--- src/rtl/mips_div_unit.sv ---
// Iterative restoring radix-2 divider for MIPS DIV/DIVU.
// LO takes the quotient and HI takes the remainder. The pipeline stalls while busy is high.
// An operation needs WIDTH iteration cycles. A zero divisor completes in one cycle.
module mips_div_unit #(
   parameter int WIDTH = 32
) (
   input  logic             clk,
   input  logic             rst,
   input  logic             start,
   input  logic             is_signed,
   input  logic             cancel,
   input  logic [WIDTH-1:0] dividend,
   input  logic [WIDTH-1:0] divisor,
   output logic             busy,
   output logic             done,
   output logic [WIDTH-1:0] quotient,
   output logic [WIDTH-1:0] remainder,
   output logic             div_by_zero
);

   localparam int CNT_W = $clog2(WIDTH);
   localparam logic [CNT_W-1:0] LAST_CNT = CNT_W'(WIDTH - 1);

   typedef enum logic [1:0] {IDLE, BUSY, DONE} state_t;

   state_t           state;
   logic [CNT_W-1:0] cnt;
   logic [WIDTH-1:0] dvd;      // dividend magnitude; quotient bits shift in at the bottom
   logic [WIDTH-1:0] dvs;      // divisor magnitude
   logic [WIDTH-1:0] rem;      // partial remainder, always below dvs
   logic             sign_q;
   logic             sign_r;

   logic             accept;
   logic             a_neg;
   logic             b_neg;
   logic [WIDTH:0]   rem_sh;
   logic [WIDTH:0]   diff;
   logic             q_bit;
   logic [WIDTH-1:0] rem_nxt;
   logic [WIDTH-1:0] quo_nxt;

   // Two's-complement negation at WIDTH bits. The most negative value maps to itself,
   // and that is also its correct unsigned magnitude.
   function automatic logic [WIDTH-1:0] neg_if(input logic [WIDTH-1:0] v, input logic s);
      return s ? (~v + 1'b1) : v;
   endfunction

   assign accept = start && !cancel && (state != BUSY);
   assign a_neg  = is_signed && dividend[WIDTH-1];
   assign b_neg  = is_signed && divisor[WIDTH-1];

   // Restoring step: shift in the next dividend bit, then subtract the divisor if it fits.
   assign rem_sh  = {rem, dvd[WIDTH-1]};
   assign diff    = rem_sh - {1'b0, dvs};
   assign q_bit   = ~diff[WIDTH];
   assign rem_nxt = q_bit ? diff[WIDTH-1:0] : rem_sh[WIDTH-1:0];
   assign quo_nxt = {dvd[WIDTH-2:0], q_bit};

   // Control FSM with registered status outputs and result registers.
   always_ff @(posedge clk) begin
      if (rst) begin
         state       <= IDLE;
         cnt         <= '0;
         busy        <= 1'b0;
         done        <= 1'b0;
         div_by_zero <= 1'b0;
         quotient    <= '0;
         remainder   <= '0;
      end else begin
         done <= 1'b0;
         case (state)
            IDLE, DONE: begin
               if (accept) begin
                  cnt <= '0;
                  if (divisor == '0) begin
                     state       <= DONE;
                     busy        <= 1'b0;
                     done        <= 1'b1;
                     div_by_zero <= 1'b1;
                     quotient    <= '0;
                     remainder   <= dividend;
                  end else begin
                     state <= BUSY;
                     busy  <= 1'b1;
                  end
               end else begin
                  state <= IDLE;
                  busy  <= 1'b0;
               end
            end
            BUSY: begin
               if (cancel) begin
                  state <= IDLE;
                  busy  <= 1'b0;
               end else if (cnt == LAST_CNT) begin
                  state       <= DONE;
                  busy        <= 1'b0;
                  done        <= 1'b1;
                  div_by_zero <= 1'b0;
                  quotient    <= neg_if(quo_nxt, sign_q);
                  remainder   <= neg_if(rem_nxt, sign_r);
               end else begin
                  cnt <= cnt + 1'b1;
               end
            end
            default: begin
               state <= IDLE;
               busy  <= 1'b0;
            end
         endcase
      end
   end

   // Datapath: load the magnitudes on accept, then run one shift-subtract step per BUSY cycle.
   always_ff @(posedge clk) begin
      if (accept) begin
         dvd    <= neg_if(dividend, a_neg);
         dvs    <= neg_if(divisor, b_neg);
         rem    <= '0;
         sign_q <= a_neg ^ b_neg;
         sign_r <= a_neg;
      end else if (state == BUSY) begin
         dvd <= quo_nxt;
         rem <= rem_nxt;
      end
   end

endmodule
--- config.mk ---
export PLATFORM = sky130hd
export DESIGN_NAME = mips_div_unit
export DESIGN_NICKNAME = d
export VERILOG_FILES = /design/src/rtl/mips_div_unit.sv
export SDC_FILE = /design/constraint.sdc
export NUM_CORES = 1
export LEC_CHECK = 0
export ABC_AREA = 0
export CAP_MARGIN = 5
export CORE_ASPECT_RATIO = 1.1
export CORE_MARGIN = 4
export CORE_UTILIZATION = 58
export DETAILED_ROUTE_END_ITERATION = 10
export PLACE_DENSITY_LB_ADDON = 0.25
export SETUP_SLACK_MARGIN = 0.15
export SLEW_MARGIN = 20
export SYNTH_ARGS = -nofsm -noshare
export SYNTH_HDL_FRONTEND = slang
export SYNTH_SLANG_ARGS = --single-unit
--- constraint.sdc ---
create_clock -name clk -period 5.4 [get_ports clk]
set_input_delay 0.54 -clock clk [delete_from_list [all_inputs] [get_ports clk]]
set_output_delay 0.54 -clock clk [all_outputs]
set_load 0.05 [all_outputs]
==> out/qor.csv <==
metric,value,unit
cts_tree,done,
powerDensity,240,nW/um^2
regArea,4100,um^2
drv_cap,0,
hold_violations,0,
cp.arrival,5.12,ns
worstPathRequired,5.73,ns
ys_seq_elements,172,
yosys.cell_types.count,94,
p_clk_share,36.9,%
setup_violations,0,
relSlewSlack,29.9,%
cts-hold-fix-buffers,0,
antenna_found_initial,0,
gp_congestion,0.908,
fmax,209,MHz
fillCellCount,1721,
tightest_slew,1.05,ns
r2r_start,dvd[31]$_DFFE_PP_,
grt_pass1_vias,10200,
instances_no_fill,1838,
hold_path_end,quotient[4]$_SDFFE_PP0P_,
drc,0,
fin_crit,4.78,ns
sequentialPowerShare,42.8,%
coreArea,20500,um^2
grt_pass1_wl,51.5,mm
die_h,159,um
grt_max_degree,65,
fp.dieW,146,um
p_leak,5.25,nW
hpwl,24.1,mm
drt-pass1-iter-count,5,
nets,1677,
wl_per_cell,17.5,um
syn_inst,1481,
synth_edf_count,66,
placed_area,13500,um^2
drive_above_1_share,6.19,%
num_rows,55,
num_io_pins,136,
vias_per_cell,6.13,
switching_share,29.7,%
clock_skew,0.0138,ns
min_path_type,register to register,
peakVddDrop,208,uV
synth_nets,1589,
power,3.38,mW
multi_input_area,7400,um^2
min_from,quotient[4]$_SDFFE_PP0P_,
synth-main-ff-cell,dfxtp_1,
crit_fanout,12,
path_class,register to register,
slowest_delay,0.50,ns
path_cells,inv_1 > ha_1 > fa_1 > nor2b_1 > o31ai_2 > a21boi_2 > o211ai_1 > a211oi_4 > buf_4 > a21oi_1 > inv_1 > ha_1 > or3b_2 > nor3_1 > and4_1 > a21o_1 > nand4_1 > o21ai_1 > xnor2_1 > a211oi_1,
ant_nets,0,
p_comb_share,20.3,%
syn_area,12100,um^2
slowest_stage,or3b_2,
final_cell_area,14100,um^2
start_util,58.9,%
drt_iter0_drc,788,
htree_levels,4,
async_reset_ff_share,0,%
place_inst,1806,
synthDominantCellAreaShare,17.6,%
ctsLongestPathBuffers,2,
clk_pin_slew,0.07,ns
r2r-end,remainder[28]$_SDFFE_PP0P_,
routed_wirelength,32.2,mm
cts-root-buf,clkbuf_16,
yosysTopAreaCell,dfxtp_1,
port_buffers,135,
tns,0,ns
grt_util_all_layers,26.9,%
synth_seq_area_share,34.0,%
hold_depth,2,
antenna_cells,0,
synth.top_cells.by_area,"dfxtp_1 (18%), edfxtp_1 (16%), nand2_1 (5.7%)",
vias,11300,
crit_path_start_kind,register,
synth-warning-count,0,
clk_latency,0.44,ns
p_sw,1.01,mW
cts_buffers,17,
syn_area_per_cell,8.15,um^2
reg2reg_slack,0.62,ns
status,"finished, final reports clean",
rr_worst_depth,20,
endpoint_kind,register,
grt_overflow_total,0,
finalMaxSlewViolations,0,
grt_setup_unrepaired,no,
clock-sinks,172,
finalCritPeriodShare,88.6,%
area_delta_synth_final,16.9,%
die-area,23200,um^2
internal-power,2.38,mW
-- critical path: cells and delay by family (launching register included) --
kind / cells / cell delay, ns
AO/OA/AOI/OAI: 8 / 1.66
AND/OR/NAND/NOR: 5 / 1.28
adder cells (fa/ha/maj): 3 / 0.87
buffers and inverters: 3 / 0.40
flip-flops: 1 / 0.38
XOR/XNOR: 1 / 0.08
-- cell families after synthesis --
family | share of synthesized area [%]
AO/OA/AOI/OAI | 23.8
XOR/XNOR | 9.43
adder cells (fa/ha/maj) | 4.10
buffers and inverters | 4.89
flip-flops | 34.0
multiplexers | 2.67
AND/OR/NAND/NOR | 21.1
-- flip-flops by register name (all words and copies together), names as in the netlist, 2 cells and up --
name	cells
dvd	32
cnt	5
rem	32
state	2
quotient	32
remainder	32
dvs	32
-- power by group through the flow --
stage | combinational, mW | sequential, mW | clock (mW)
after floorplan | 0.495 | 1.46 | 0
after global placement | 0.665 | 1.47 | 0
after detailed placement | 0.678 | 1.48 | 0
after CTS | 0.682 | 1.45 | 1.26
after global routing | 0.758 | 1.45 | 1.32
final | 0.688 | 1.45 | 1.25
-- per-layer routing --
metal | part of all wire [%] | track usage [%]
met3 | 6.5 | 3.79
met2 | 47 | 45.0
met1 | 44 | 36.6
met4 | 2.0 | 7.38
met5 | 0 | 0
-- placed cells by master (no fill, tap or decap), types with 19 or more instances in the layout --
master	synthesis	routed
dfxtp_1	106	106
a21oi_1	101	100
xnor2_1	72	72
edfxtp_1	66	66
mux2i_1	30	30
clkbuf_16	0	19
nor2_1	126	125
o21ai_0	122	122
ha_1	38	38
clkdlybuf4s50_1	0	134
nor3_1	44	44
nand3_1	34	34
a211oi_1	21	21
nand2_1	182	182
xor2_1	58	58
inv_1	58	58
or3_1	32	32
-- Yosys cell counts (4+ instances only) --
cell type	n
nand2_1	182
mux2i_1	30
a21oi_1	101
o21ai_0	122
nor3_1	44
and3_1	16
a311oi_1	13
nand3_1	34
nand4_1	8
or2_2	8
and2_1	16
o211ai_1	7
a21o_1	18
or4_1	12
or3_1	32
ha_1	38
nor2b_1	7
o22ai_1	7
o21a_1	8
dfxtp_1	106
and4_1	4
xor2_1	58
nand2b_1	10
xnor2_1	72
o41ai_1	9
nor4_1	8
a211oi_1	21
edfxtp_1	66
buf_1	6
a22o_1	5
a22oi_1	16
o31ai_1	18
a31oi_1	18
o21ai_1	13
buf_2	22
nor2_1	126
inv_1	58
clkbuf_1	49
-- timing repair --
action                     in CTS  in global routing
hold endpoints to repair        0                  0
gates resized for setup         0                  1
setup buffers                   0                  0
setup endpoints to repair       0                  1
-- layout make-up --
cell class / instances / share of cell area (%)
tap: 256 / 2.27
inverter: 60 / 1.60
clock inverter: 10 / 0.656
timing repair buffer: 151 / 10.4
clock buffer: 22 / 3.59
sequential: 172 / 29.1
multi-input combinational: 1167 / 52.4
-- worst max path at each step --
| stage | depth (start not counted) | from | slack [ns] | to |
|---|---|---|---|---|
| 3_5_place_dp | 19 | dvd[31]$_DFFE_PP_ | 0.68 | remainder[26]$_SDFFE_PP0P_ |
| 2_1_floorplan | 22 | dvd[31]$_DFFE_PP_ | 0.85 | remainder[20]$_SDFFE_PP0P_ |
| 3_3_place_gp | 20 | dvd[31]$_DFFE_PP_ | 0.86 | remainder[20]$_SDFFE_PP0P_ |
| 5_1_grt | 20 | dvd[31]$_DFFE_PP_ | 0.19 | remainder[20]$_SDFFE_PP0P_ |
| 4_1_cts | 19 | dvd[31]$_DFFE_PP_ | 0.65 | remainder[28]$_SDFFE_PP0P_ |
| 6_report | 20 | dvd[31]$_DFFE_PP_ | 0.62 | remainder[28]$_SDFFE_PP0P_ |
-- through the flow --
stage	utilization [%]	hold slack (ns)	setup slack (ns)
2_1_floorplan	-	0.436	0.854
3_3_place_gp	65.9	0.437	0.856
3_5_place_dp	65.9	0.444	0.677
4_1_cts	68.8	0.453	0.650
5_1_grt	68.8	0.473	0.187
6_report	68.8	0.451	0.615
No activity file was read; power rests on OpenSTA's default activity.
